<file path="config.mk">
export PLATFORM = sky130hd
export DESIGN_NAME = multicycle_control
export DESIGN_NICKNAME = d
export VERILOG_FILES = /design/src/rtl/ctrl_pkg.sv /design/src/rtl/instr_decoder.sv /design/src/rtl/multicycle_control.sv
export SDC_FILE = /design/constraint.sdc
export NUM_CORES = 1
export LEC_CHECK = 0
export CAP_MARGIN = 0
export CORE_MARGIN = 4
export CORE_UTILIZATION = 38
export DETAILED_ROUTE_END_ITERATION = 6
export PLACE_DENSITY = 0.82
export SYNTH_ARGS = -nofsm -noshare
export SYNTH_HDL_FRONTEND = slang
export SYNTH_SLANG_ARGS = --single-unit
</file>
<file path="constraint.sdc">
create_clock -name Clk -period 2.2 [get_ports Clk]
set_clock_uncertainty 0.2 [all_clocks]
set_input_delay 0.22 -clock Clk [delete_from_list [all_inputs] [get_ports Clk]]
set_output_delay 0.22 -clock Clk [all_outputs]
set_load 0.05 [all_outputs]
</file>
<file path="src/rtl/ctrl_pkg.sv">
// Shared constants and types for the multicycle control FSM: ALU op codes,
// instruction opcodes, state encoding, error codes and the decode record.
package ctrl_pkg;

  // ALU operation codes driven on ALU_func
  localparam logic [3:0] ALU_ADD = 4'b0000;
  localparam logic [3:0] ALU_SUB = 4'b0001;
  localparam logic [3:0] ALU_AND = 4'b0010;
  localparam logic [3:0] ALU_OR  = 4'b0011;
  localparam logic [3:0] ALU_NOT = 4'b0100;
  localparam logic [3:0] ALU_SRA = 4'b1000;
  localparam logic [3:0] ALU_SLL = 4'b1001;
  localparam logic [3:0] ALU_SRL = 4'b1010;
  localparam logic [3:0] ALU_ROL = 4'b1100;
  localparam logic [3:0] ALU_ROR = 4'b1101;

  // Instruction opcodes (Instr[31:26])
  localparam logic [5:0] OP_RTYPE = 6'b100000;
  localparam logic [5:0] OP_LI    = 6'b111000;
  localparam logic [5:0] OP_ADDI  = 6'b110000;
  localparam logic [5:0] OP_ANDI  = 6'b110010;
  localparam logic [5:0] OP_ORI   = 6'b110011;
  localparam logic [5:0] OP_LW    = 6'b001111;
  localparam logic [5:0] OP_SW    = 6'b011111;
  localparam logic [5:0] OP_B     = 6'b111111;
  localparam logic [5:0] OP_BEQ   = 6'b000000;
  localparam logic [5:0] OP_BNE   = 6'b000001;

  // R-type instructions carry 2'b11 in func[5:4]
  localparam logic [1:0] FUNC_RTYPE_HI = 2'b11;

  // FSM state encoding
  localparam logic [2:0] S_IF  = 3'd0;
  localparam logic [2:0] S_DEC = 3'd1;
  localparam logic [2:0] S_EXE = 3'd2;
  localparam logic [2:0] S_MEM = 3'd3;
  localparam logic [2:0] S_WB  = 3'd4;
  localparam logic [2:0] S_BR  = 3'd5;
  localparam logic [2:0] S_ERR = 3'd6;

  // Err_code values
  localparam logic [1:0] ERR_NONE    = 2'b00;
  localparam logic [1:0] ERR_ILLEGAL = 2'b01;
  localparam logic [1:0] ERR_TIMEOUT = 2'b10;

  // Instruction class, chooses the state path after decode
  typedef enum logic [2:0] {
    CLS_ALU = 3'd0,
    CLS_LW  = 3'd1,
    CLS_SW  = 3'd2,
    CLS_B   = 3'd3,
    CLS_BEQ = 3'd4,
    CLS_BNE = 3'd5
  } instr_class_t;

  // Everything the FSM needs to know about one instruction
  typedef struct packed {
    instr_class_t cls;
    logic [3:0]   alu_func;
    logic         imm_ext_sel;
    logic         alu_bin_sel;
    logic         legal;
  } decode_t;

  function automatic logic is_branch(input instr_class_t c);
    return (c == CLS_B) || (c == CLS_BEQ) || (c == CLS_BNE);
  endfunction

  function automatic logic is_mem_op(input instr_class_t c);
    return (c == CLS_LW) || (c == CLS_SW);
  endfunction

endpackage

</file>
<file path="src/rtl/instr_decoder.sv">
// Combinational instruction decoder: opcode/func to class, ALU op,
// immediate-extension and ALU B-input selects, plus a legality flag.
module instr_decoder
  import ctrl_pkg::*;
(
  input  logic [5:0] opcode,
  input  logic [5:0] func,
  output decode_t    dec
);

  // Only these ALU codes exist; the remaining six encodings are illegal
  function automatic logic alu_code_legal(input logic [3:0] code);
    case (code)
      ALU_ADD, ALU_SUB, ALU_AND, ALU_OR, ALU_NOT,
      ALU_SRA, ALU_SLL, ALU_SRL, ALU_ROL, ALU_ROR: return 1'b1;
      default:                                      return 1'b0;
    endcase
  endfunction

  // Opcode table; anything not listed stays illegal
  always_comb begin
    dec.cls         = CLS_ALU;
    dec.alu_func    = ALU_ADD;
    dec.imm_ext_sel = 1'b0;
    dec.alu_bin_sel = 1'b0;
    dec.legal       = 1'b0;
    case (opcode)
      OP_RTYPE: begin
        dec.alu_func = func[3:0];
        dec.legal    = (func[5:4] == FUNC_RTYPE_HI) && alu_code_legal(func[3:0]);
      end
      OP_LI, OP_ADDI: begin
        dec.alu_bin_sel = 1'b1;
        dec.legal       = 1'b1;
      end
      OP_ANDI: begin
        dec.alu_func    = ALU_AND;
        dec.imm_ext_sel = 1'b1;
        dec.alu_bin_sel = 1'b1;
        dec.legal       = 1'b1;
      end
      OP_ORI: begin
        dec.alu_func    = ALU_OR;
        dec.imm_ext_sel = 1'b1;
        dec.alu_bin_sel = 1'b1;
        dec.legal       = 1'b1;
      end
      OP_LW: begin
        dec.cls         = CLS_LW;
        dec.alu_bin_sel = 1'b1;
        dec.legal       = 1'b1;
      end
      OP_SW: begin
        dec.cls         = CLS_SW;
        dec.alu_bin_sel = 1'b1;
        dec.legal       = 1'b1;
      end
      OP_B: begin
        dec.cls      = CLS_B;
        dec.alu_func = ALU_SUB;
        dec.legal    = 1'b1;
      end
      OP_BEQ: begin
        dec.cls      = CLS_BEQ;
        dec.alu_func = ALU_SUB;
        dec.legal    = 1'b1;
      end
      OP_BNE: begin
        dec.cls      = CLS_BNE;
        dec.alu_func = ALU_SUB;
        dec.legal    = 1'b1;
      end
      default: ;
    endcase
  end

endmodule

</file>
<file path="src/rtl/multicycle_control.sv">
// Multicycle control FSM: sequences fetch, decode, execute, memory, write-back
// and branch states, times out stalled memory accesses and latches errors.
module multicycle_control
  import ctrl_pkg::*;
#(
  parameter int MEM_TIMEOUT = 16
) (
  input  logic        Clk,
  input  logic        Reset,
  input  logic [31:0] Instr,
  input  logic        Zero,
  input  logic        Mem_Ack,
  output logic        Mem_Req,
  output logic        Mem_WrEn,
  output logic        Instr_LdEn,
  output logic        PC_LdEn,
  output logic        PC_sel,
  output logic        RF_WrEn,
  output logic        RF_WrData_sel,
  output logic        RF_B_sel,
  output logic        ALU_Bin_sel,
  output logic        ImmExt_sel,
  output logic [3:0]  ALU_func,
  output logic        Error,
  output logic [1:0]  Err_code
);

  localparam int            CW        = $clog2(MEM_TIMEOUT);
  localparam logic [CW-1:0] WAIT_LAST = CW'(MEM_TIMEOUT - 1);

  logic [2:0]    state_reg, state_next;
  logic [CW-1:0] wait_reg;
  decode_t       dec_now, dec_reg;
  logic          error_reg;
  logic [1:0]    err_code_reg;
  logic          in_mem_wait;
  logic          timeout;
  logic          branch_taken;

  // Instr bits between opcode and func are datapath fields, not control
  logic unused_fields;
  assign unused_fields = ^{Instr[25:6], dec_reg.legal};

  instr_decoder u_decoder (
    .opcode (Instr[31:26]),
    .func   (Instr[5:0]),
    .dec    (dec_now)
  );

  assign in_mem_wait  = (state_reg == S_IF) || (state_reg == S_MEM);
  assign timeout      = in_mem_wait && !Mem_Ack && (wait_reg == WAIT_LAST);
  assign branch_taken = (dec_reg.cls == CLS_B) ||
                        ((dec_reg.cls == CLS_BEQ) && Zero) ||
                        ((dec_reg.cls == CLS_BNE) && !Zero);

  // State register
  always_ff @(posedge Clk) begin
    if (Reset) begin
      state_reg <= S_IF;
    end else begin
      state_reg <= state_next;
    end
  end

  // Next-state logic; an ack in the terminal wait cycle beats the timeout
  always_comb begin
    state_next = state_reg;
    case (state_reg)
      S_IF: begin
        if (Mem_Ack)      state_next = S_DEC;
        else if (timeout) state_next = S_ERR;
      end
      S_DEC: begin
        if (!dec_now.legal)              state_next = S_ERR;
        else if (is_branch(dec_now.cls)) state_next = S_BR;
        else                             state_next = S_EXE;
      end
      S_EXE:   state_next = is_mem_op(dec_reg.cls) ? S_MEM : S_WB;
      S_MEM: begin
        if (Mem_Ack)      state_next = (dec_reg.cls == CLS_SW) ? S_IF : S_WB;
        else if (timeout) state_next = S_ERR;
      end
      S_WB:    state_next = S_IF;
      S_BR:    state_next = S_IF;
      S_ERR:   state_next = S_ERR;
      default: state_next = S_ERR;
    endcase
  end

  // Decoded fields latched in S_DEC drive every later state of the instruction
  always_ff @(posedge Clk) begin
    if (Reset) begin
      dec_reg <= '0;
    end else if (state_reg == S_DEC) begin
      dec_reg <= dec_now;
    end
  end

  // Memory wait counter: cleared on entry to a memory state, counts unacked cycles
  always_ff @(posedge Clk) begin
    if (Reset) begin
      wait_reg <= '0;
    end else if ((state_next != state_reg) &&
                 ((state_next == S_IF) || (state_next == S_MEM))) begin
      wait_reg <= '0;
    end else if (in_mem_wait && !Mem_Ack) begin
      wait_reg <= wait_reg + CW'(1);
    end
  end

  // Sticky error flag and cause, captured on the transition into S_ERR
  always_ff @(posedge Clk) begin
    if (Reset) begin
      error_reg    <= 1'b0;
      err_code_reg <= ERR_NONE;
    end else if ((state_reg != S_ERR) && (state_next == S_ERR)) begin
      error_reg    <= 1'b1;
      err_code_reg <= (state_reg == S_DEC) ? ERR_ILLEGAL : ERR_TIMEOUT;
    end
  end

  // Output decode from state and latched instruction; Reset forces all outputs low
  always_comb begin
    Mem_Req       = 1'b0;
    Mem_WrEn      = 1'b0;
    Instr_LdEn    = 1'b0;
    PC_LdEn       = 1'b0;
    PC_sel        = 1'b0;
    RF_WrEn       = 1'b0;
    RF_WrData_sel = 1'b0;
    RF_B_sel      = 1'b0;
    ALU_Bin_sel   = 1'b0;
    ImmExt_sel    = 1'b0;
    ALU_func      = ALU_ADD;
    Error         = error_reg;
    Err_code      = err_code_reg;
    case (state_reg)
      S_IF: begin
        Mem_Req    = 1'b1;
        Instr_LdEn = Mem_Ack;
      end
      S_EXE: begin
        ALU_func    = dec_reg.alu_func;
        ALU_Bin_sel = dec_reg.alu_bin_sel;
        ImmExt_sel  = dec_reg.imm_ext_sel;
      end
      S_MEM: begin
        Mem_Req  = 1'b1;
        Mem_WrEn = (dec_reg.cls == CLS_SW);
        ALU_func = dec_reg.alu_func;
        PC_LdEn  = Mem_Ack && (dec_reg.cls == CLS_SW);
      end
      S_WB: begin
        RF_WrEn       = 1'b1;
        RF_WrData_sel = (dec_reg.cls == CLS_LW);
        PC_LdEn       = 1'b1;
      end
      S_BR: begin
        ALU_func = dec_reg.alu_func;
        RF_B_sel = 1'b1;
        PC_LdEn  = 1'b1;
        PC_sel   = branch_taken;
      end
      default: ;
    endcase
    if (Reset) begin
      Mem_Req       = 1'b0;
      Mem_WrEn      = 1'b0;
      Instr_LdEn    = 1'b0;
      PC_LdEn       = 1'b0;
      PC_sel        = 1'b0;
      RF_WrEn       = 1'b0;
      RF_WrData_sel = 1'b0;
      RF_B_sel      = 1'b0;
      ALU_Bin_sel   = 1'b0;
      ImmExt_sel    = 1'b0;
      ALU_func      = 4'b0000;
      Error         = 1'b0;
      Err_code      = 2'b00;
    end
  end

endmodule

</file>
==> out/metrics.csv <==
stage,metric,value,unit
detailed_routing,wire_per_inst,13.67,µm
power,switchingPower,0.4759,mW
global_routing,grt_pass1_wl,5.844,mm
floorplan,dieArea,4376,µm²
synth,synth_cells,161,
setup_path,path_cells,ha_2 > nand3_2 > or4b_4 > o21ai_0 > a211o_1 > and4bb_4 > nor4_1,
cts,postCtsHoldBufs,0,
job,drv_cap,0,
detailed_routing,totalWireLength,3.663,mm
synth,syn_nets,198,
setup_path,rr_endpoint,wait_reg[0]$_SDFFE_PP0P_,
synth,synthSimpleGateAreaFrac,41.09,%
detailed_routing,antenna_left,0,
hold_path,min_from,dec_reg[6]$_SDFFE_PP0P_,
final_layout,syn2layout_area_growth,64.17,%
run_status,status,"complete, no violations",
placed_design,gp_congestion,0.8918,
detailed_routing,dr_wl_met2,1.846,mm
final_layout,layout_commonest_cell,buf_4,
placed_design,dpl.hpwl,2.829,mm
synth,synth_fa_ha_area_share,0.9737,%
timing,drv_slew,0,
cts,clock_latency,0.31,ns
synth,ys_types,47,
power,comb_power_share,49.5,%
synth,async_flop_share,0,%
floorplan,fp.dieH,66.15,µm
hold_path,whs_path_depth,2,
setup_path,slowest_stage,or4b_4,
setup_path,crit_path_max_incr_delay,0.54,ns
final_layout,fill_cells,263,
synth,synth.area.mux_share,1.558,%
synth,synth.avg_cell_area,7.981,µm²
setup_path,reg2regPathDepth,7,
setup_path,cp.depth,7,
power,seqPwrFrac,35.6,%
setup_path,worstPathArrival,2.16,ns
final_layout,layout.nets,262,
power,p_per_area,590.1,nW/µm²
floorplan,ioPinCount,53,
detailed_routing,routed-wl-met3,152,µm
setup_path,regToRegStartpoint,wait_reg[1]$_SDFFE_PP0P_,
global_routing,grt-ovfl-total,0,
timing,whs,0.2624,ns
final_layout,largest_reg_flops,9,
final_layout,drive_gt1_share,35.71,%
timing,slew_headroom,66.41,%
synth,synth-seq-cells,19,
setup_path,cp-end-kind,register,
synth,ys.flop_type,dfxtp_1,
floorplan,die_w,66.15,µm
power,swShare,38.23,%
timing,fmax,466.4,MHz
placed_design,port_buffers,32,
detailed_routing,route.layer.met1.wl,1.576,mm
final_layout,multiInputGateArea,870.8,µm²
detailed_routing,routed.top_layer,met4,
setup_path,cp.required,2.21,ns
detailed_routing,vias,1446,
detailed_routing,vias_per_cell,5.396,
floorplan,initial_core_util,40.75,%
power,clockPowerShare,14.9,%
floorplan,rows,20,
timing,hold_viol,0,
final_layout,seqCellArea,391.6,µm²
hold_path,hold_class,register to register,
cts,cts_sinks,19,
cts,cts_buffers,3,
setup_path,endpoint,wait_reg[0]$_SDFFE_PP0P_,
synth,synth_xor_area_share,3.408,%
global_routing,grt_max_degree,21,
synth,synth_compound_area_share,16.75,%
setup_path,cp_top_family,simple AND/OR/NAND/NOR gates,
cts,cts_root_buf,clkbuf_4,
cts,htreeDepth,1,
detailed_routing,dr.pass1.iters,4,
timing,period_share,97.46,%
global_routing,grt_usage,17.12,%
detailed_routing,post-route-drc-count,0,
final_layout,n_antenna_cell,0,
timing,setup_viol,0,
synth,synth_edf_count,0,
power,vdd_drop_max,0.3439,mV
synth,synth_warnings,0,
timing,final.setup.tns,0,ns
synth,netlist_area,1285,µm²
setup_path,path_max_fanout,4,
power,intPower,0.7690,mW
detailed_routing,drtIter0Drc,49,
setup_path,cp_num_buf_inv,0,
setup_path,r2r_slack,0.06,ns
final_layout,layout_common_cells,"buf_4, nor2_1, buf_12, nand2_1, clkdlybuf4s50_1",
cts,cts_tree,done,
cts,path_clk_slew,0.12,ns
synth,synth_top_family_by_area,simple AND/OR/NAND/NOR gates,
power,leakagePower,0.8347,nW
synth,synth_seq_area_share,29.60,%
floorplan,core,3153,µm²
cts,cts_max_path_buffers,2,
setup_path,critPathLaunch,wait_reg[1]$_SDFFE_PP0P_,
setup_path,cp-start-kind,register,
setup_path,crit_type,register to register,
global_routing,grt_pass1_vias,1425,
timing,tightest_slew,0.4969,ns
timing,timing.final.crit_period,2.144,ns
global_routing,antenna_found_initial,0,
## power by group through the flow
stage	sequential [mW]	combinational [mW]	clock [mW]
floorplan	0.426	0.364	0
global placement	0.442	0.568	0
detailed placement	0.446	0.583	0
CTS	0.441	0.598	0.196
global route	0.452	0.662	0.205
finish	0.443	0.617	0.185
## cells in the mapped netlist, types with 2 or more instances
master     n  area share, %
o21ai_0    3            1.2
nand3_1    4            1.6
nand4_1    4            1.9
clkbuf_1   2           0.58
buf_6      4            3.5
xnor2_1    3            2.0
dfxtp_1   19             30
mux2i_1    2            1.6
a21oi_1    8            3.1
nor3_1     9            3.5
xor2_1     2            1.4
and3_1     8            3.9
and2_1     4            1.9
a211oi_1   2            1.2
nand2_1   15            4.4
nor2b_1    7            3.4
nand4b_1   2            1.4
nor4_1     5            2.4
o21ai_1    4            1.6
nand2b_1   5            2.4
buf_4      2            1.2
o22ai_1    2           0.97
a31oi_1    3            1.5
nor2_1    19            5.6
## layout make-up
cell class	instances	share of cell area, %
Timing Repair Buffer	68	36.06
Clock inverter	1	0.2372
Multi-Input combinational cell	132	41.28
Sequential cell	19	18.56
Inverter	1	0.1779
Clock buffer	3	1.068
Tap cell	44	2.610
## logic make-up after synthesis
family,Yosys count
XOR/XNOR,5
buffers and inverters,10
adder cells (fa/ha/maj),1
multiplexers,2
AO/OA/AOI/OAI,32
flip-flops,19
AND/OR/NAND/NOR,92
## worst min-delay path: cells and delay by family (launching register included)
kind	cells	cell delay, ns
AOI/OAI and AO/OA	1	0.05
DFF	1	0.33
and+or+nand+nor	1	0.05
## worst min-delay path by stage
stage,to,slack [ns]
global route,dec_reg[6]$_SDFFE_PP0P_,0.31
CTS,dec_reg[6]$_SDFFE_PP0P_,0.27
global placement,dec_reg[5]$_SDFFE_PP0P_,0.24
detailed placement,dec_reg[6]$_SDFFE_PP0P_,0.25
floorplan,dec_reg[8]$_SDFFE_PP0P_,0.17
finish,dec_reg[6]$_SDFFE_PP0P_,0.26
## per-stage QoR
stage                     area (µm²)  utilization [%]  power (mW)  setup slack, ns  std cells
after floorplan                 1315                -      0.7899         -0.05934        161
after global placement          2027            64.29       1.010          -0.1714        261
after detailed placement        2027            64.29       1.029          -0.2200        261
after CTS                       2066            65.52       1.235          0.03858        266
after global routing            2110            66.90       1.320         -0.02992        268
final                           2110            66.90       1.245          0.05585        268
## repair_timing
action	4_1_cts	5_1_grt
hold endpoints to repair	0	0
resized for setup	3	9
buffers inserted	1	2
gates cloned	0	0
pin swaps	2	2
endpoints found under the setup margin	7	11
## metal layers
| metal | track usage [%] | vias to the layer above |
|---|---|---|
| met5 | 0 | - |
| met1 | 20.37 | 671 |
| li1 | - | 723 |
| met3 | 1.701 | 11 |
| met2 | 29.62 | 41 |
| met4 | 9.645 | 0 |
Power figures use the tool's default switching activity.
